File: src/rtl/ped_request_latch.sv
// Pedestrian button front end: synchronizes and debounces btn_raw and latches one request until acknowledged.
// Define PED_REQ_HOLDOFF_EN to add a HOLDOFF_CYCLES lockout after every acknowledged request.
module ped_request_latch #(
    parameter int unsigned DEBOUNCE_CYCLES = 4,
    parameter int unsigned HOLDOFF_CYCLES  = 8
) (
    input  logic       clk,
    input  logic       reset,
    input  logic       btn_raw,
    input  logic       req_ack,
    output logic       btn_clean,
    output logic       req_pending,
    output logic       req_edge,
    output logic [7:0] served_count
);

    typedef enum logic [1:0] {
        IDLE    = 2'd0,
        PENDING = 2'd1
`ifdef PED_REQ_HOLDOFF_EN
        ,HOLDOFF = 2'd2
`endif
    } state_e;

    localparam logic [8:0] DbTarget = 9'(DEBOUNCE_CYCLES);

    logic       sync1_q;
    logic       sync2_q;
    logic [7:0] db_cnt_q;
    logic [7:0] db_cnt_d;
    logic       btn_clean_q;
    logic       btn_clean_d;
    logic       clean_prev_q;
    logic       clean_rise;
    state_e     state_q;
    state_e     state_d;
    logic       req_edge_q;
    logic       req_edge_d;
    logic [7:0] served_q;
    logic [7:0] served_d;

`ifdef PED_REQ_HOLDOFF_EN
    localparam logic [7:0] HoldLast = 8'(HOLDOFF_CYCLES - 1);
    logic [7:0] hold_cnt_q;
    logic [7:0] hold_cnt_d;
`endif

    always_ff @(posedge clk or negedge reset) begin
        if (!reset) begin
            sync1_q      <= 1'b0;
            sync2_q      <= 1'b0;
            db_cnt_q     <= '0;
            btn_clean_q  <= 1'b0;
            clean_prev_q <= 1'b0;
        end else begin
            sync1_q      <= btn_raw;
            sync2_q      <= sync1_q;
            db_cnt_q     <= db_cnt_d;
            btn_clean_q  <= btn_clean_d;
            clean_prev_q <= btn_clean_q;
        end
    end

    // Only an unbroken run of DEBOUNCE_CYCLES disagreeing samples flips the clean level.
    always_comb begin
        db_cnt_d    = '0;
        btn_clean_d = btn_clean_q;
        if (sync2_q != btn_clean_q) begin
            if (({1'b0, db_cnt_q} + 9'd1) == DbTarget) begin
                btn_clean_d = sync2_q;
            end else begin
                db_cnt_d = db_cnt_q + 8'd1;
            end
        end
    end

    assign clean_rise = btn_clean_q & ~clean_prev_q;

    always_ff @(posedge clk or negedge reset) begin
        if (!reset) begin
            state_q    <= IDLE;
            req_edge_q <= 1'b0;
            served_q   <= '0;
`ifdef PED_REQ_HOLDOFF_EN
            hold_cnt_q <= '0;
`endif
        end else begin
            state_q    <= state_d;
            req_edge_q <= req_edge_d;
            served_q   <= served_d;
`ifdef PED_REQ_HOLDOFF_EN
            hold_cnt_q <= hold_cnt_d;
`endif
        end
    end

    // Captures are edge-based, so a button still held after service never re-triggers.
    always_comb begin
        state_d    = state_q;
        req_edge_d = 1'b0;
        served_d   = served_q;
`ifdef PED_REQ_HOLDOFF_EN
        hold_cnt_d = hold_cnt_q;
`endif
        case (state_q)
            IDLE: begin
                if (clean_rise) begin
                    state_d    = PENDING;
                    req_edge_d = 1'b1;
                end
            end
            PENDING: begin
                if (req_ack) begin
                    served_d = served_q + 8'd1;
`ifdef PED_REQ_HOLDOFF_EN
                    state_d    = HOLDOFF;
                    hold_cnt_d = '0;
`else
                    state_d    = IDLE;
`endif
                end
            end
`ifdef PED_REQ_HOLDOFF_EN
            HOLDOFF: begin
                if (hold_cnt_q == HoldLast) begin
                    state_d = IDLE;
                end else begin
                    hold_cnt_d = hold_cnt_q + 8'd1;
                end
            end
`endif
            default: begin
                state_d = IDLE;
            end
        endcase
    end

    always_comb begin
        req_pending = 1'b0;
        req_edge    = 1'b0;
        case (state_q)
            PENDING: begin
                req_pending = 1'b1;
                req_edge    = req_edge_q;
            end
            default: begin
                req_pending = 1'b0;
                req_edge    = 1'b0;
            end
        endcase
    end

    assign btn_clean    = btn_clean_q;
    assign served_count = served_q;

endmodule

File: config.mk
export PLATFORM = sky130hd
export DESIGN_NAME = ped_request_latch
export DESIGN_NICKNAME = d
export VERILOG_FILES = /design/src/rtl/ped_request_latch.sv
export SDC_FILE = /design/constraint.sdc
export NUM_CORES = 1
export LEC_CHECK = 0
export CAP_MARGIN = 40
export CORE_MARGIN = 2
export CORE_UTILIZATION = 55
export DETAILED_ROUTE_END_ITERATION = 8
export HOLD_SLACK_MARGIN = 0.06
export PLACE_DENSITY = 0.81
export SLEW_MARGIN = 20
export SYNTH_ARGS = -nofsm -noshare
export SYNTH_HDL_FRONTEND = slang
export SYNTH_SLANG_ARGS = --single-unit
File: constraint.sdc
create_clock -name clk -period 4.2 [get_ports clk]
set_clock_uncertainty 0.15 [all_clocks]
set_input_delay 0.84 -clock clk [delete_from_list [all_inputs] [get_ports clk]]
set_output_delay 0.84 -clock clk [all_outputs]
set_load 0.1 [all_outputs]
==> reports/qor.txt <==
I/O Buffers: 14
Post-synth net total: 85
Number of synthesized flops with an enable pin: 0
Worst R2R Path Depth: 5
Total Routing Usage GR: 22.8%
Met1 Use GR: 25.6%
Max Slew Vio Count: 0
Pre-antenna DRT Iters: 4
Final worst-path cycle share: 61.7%
Met2 Use GR: 39.2%
Post-synthesis register bit count: 22
Gr busiest metal: met2
Synthesized area per cell: 12.4 um2
Largest area contributor in the netlist: dfrtp_1
# hold bufs at CTS: 0
Switching part of the total: 42.0%
CTS Root Cell: clkbuf_4
First-pass GRT wire length: 3200 um
Clock power frac: 19.3%
Die span in x: 45.9 um
Comb pwr share: 45.8%
Fin. Hold Viols: 0
Synth cell types: 25
Vias in the first global route: 698
Total CTS buffers: 3
Fillers: 97
H-tree levels: 1
Clock buffer depth: 2
Status: complete, no violations
WP depth: 3
FP Rows: 15
Slew HR: 55.6%
Synthesis warning total: 0
DR iter-0 viols: 10
Antenna violations before repair: 0
Lkg Pwr: 0.632 nW
Final wirelength: 1890 um
Antenna-violating nets left: 0
Area of the mapped netlist: 963 um2
Synth area leaders: dfrtp_1 (57%), xnor2_1 (6.4%), xor2_1 (6.4%)
Die Ht: 45.9 um
Core area: 1690 um2
Clock sink total: 22
Final GP Congestion: 0.711
Post-CTS setup buffer count: 0
Ant. Diodes: 0
Startpoint types: register
Top FF cell, synth: dfrtp_1
Power density over cell area: 629 nW/um2
RSZ-0062 raised after global routing: false
Synth cell count leaders: dfrtp_1 (22), nor2_1 (9), xnor2_1 (7), xor2_1 (7)
Nets: 115
HPWL Detailed: 1360 um
DR WL/cell: 15.2 um
Worst setup EP type: output pin
DRC violations left: 0
Max stage delay on crit path: 0.51 ns
Top cell type's share of synthesized area: 57.1%
Worst EP required: 3.21 ns
Peak Freq: 386 MHz
Worst skew pair latency: 0.33 ns
CP max-delay cell: clkdlybuf4s50_1
Vias: 672
Reg power frac: 34.9%
CTS tree: yes
Slew @ Worst Pin: 0.662 ns
Post-route minimum period: 2.59 ns
# resized after CTS: 0
CP delay by family, top: buffers and inverters
Worst vdd ir: 0.492 mV
Max-cap check violation count: 0
Die ar.: 2100 um2
Num ports: 15
Final Non-Filler Cells: 124
Net Sw Power: 0.000357 W
Final setup vio count: 0
Initial Util: 57.0%
Clock Pin Slew Worst Setup and Hold Paths: 0.13 ns
Placed Cells: 120
CP max FO: 5
FFs w/ async S/R, synth: 100%
Worst Hold Depth: 0
P_int: 0.000494 W
Area Growth Syn to Fin: 40.5%
Remaining Overflow, GRT: 0
Setup TNS: 0 ns
Mapped Cells: 78
Crit Path Category: reg2out
Via density per instance: 5.42
Met3 Use GR: 7.54%
Arrival time at the worst endpoint: 1.60 ns
Seq/Total Area, Yosys: 57.1%
Buf/Inv on CP: 2
Share of post-route cells with drive strength above 1: 20.6%
Cell with the most instances after synthesis: dfrtp_1
Cells along the critical path: and2_1 > clkdlybuf4s50_1 > buf_8
Largest net degree at the start of global routing: 14
Hold crit path type: reg2reg
logic make-up after synthesis:
group                      share of synthesized area [%]
AOI/OAI and AO/OA                                   5.20
xor gates and xnor gates                            12.7
adders and majority gates                           3.90
buffers and inverters                              0.778
DFF                                                 57.1
muxes                                               2.73
and+or+nand+nor                                     17.5
power groups by stage:
stage	Clock (W)	Sequential (W)	Combinational (W)
final	0.000165	0.000297	0.000390
after global routing	0.000171	0.000306	0.000409
after CTS	0.000167	0.000297	0.000392
after detailed placement	0	0.000301	0.000386
after global placement	0	0.000298	0.000302
after floorplan	0	0.000453	0.0000755
sequential cells by signal (all words and copies together) (netlist names):
name,flops
state_q,1
served_count,8
clean_prev_q,1
db_cnt_q,8
sync1_q,1
req_edge_q,1
btn_clean,1
sync2_q,1
area by class of cell:
class                           count  area, um2  area share, %
Clock buffer                        3       22.5           1.66
Clock inverter                      1       30.0           2.22
Inverter                            1       3.75          0.277
Multi-Input combinational cell     54        405           29.9
Sequential cell                    22        551           40.7
Tap cell                           17       21.3           1.57
Timing Repair Buffer               26        320           23.7
routing by layer:
metal	vias to the layer above	wire, um
met5	-	0
met1	332	796
met4	0	30
met3	4	67
met2	14	991
li1	322	-
stage by stage:
step                      hold WS (ns)  worst slack (ns)  area, um2  total power (W)  util [%]
after detailed placement         0.187              1.86       1300         0.000687      77.0
after CTS                        0.223              1.60       1350         0.000855      80.1
after global routing             0.226              1.56       1350         0.000886      80.1
final                            0.221              1.61       1350         0.000851      80.1
after floorplan                  0.181              1.40        963         0.000529         -
after global placement           0.197              1.59       1120         0.000599      66.4
cell usage in the layout, fill, tap and decap left out, drive strengths merged, types with 2 or more instances in the layout:
| cell | count |
|---|---|
| buf | 12 |
| dfrtp | 22 |
| nand2 | 4 |
| nor2 | 9 |
| xor2 | 7 |
| mux2 | 2 |
| ha | 3 |
| clkbuf | 3 |
| xnor2 | 7 |
| and2 | 2 |
| nor3b | 2 |
| and3 | 5 |
| nand3 | 3 |
| nand4 | 3 |
| clkdlybuf4s50 | 14 |
worst paths after layout:
path | end | slack [ns] | from
min | sync2_q | 0.22 | sync1_q
max reg2reg | btn_clean | 2.18 | db_cnt_q[0]
min reg2reg | sync2_q | 0.22 | sync1_q
min in group asynchronous | db_cnt_q[3] | 0.69 | reset
max in group asynchronous | served_count[1] | 2.74 | reset
max | req_edge | 1.61 | state_q[0]
Note: power is estimated with default switching activity, not from simulation.
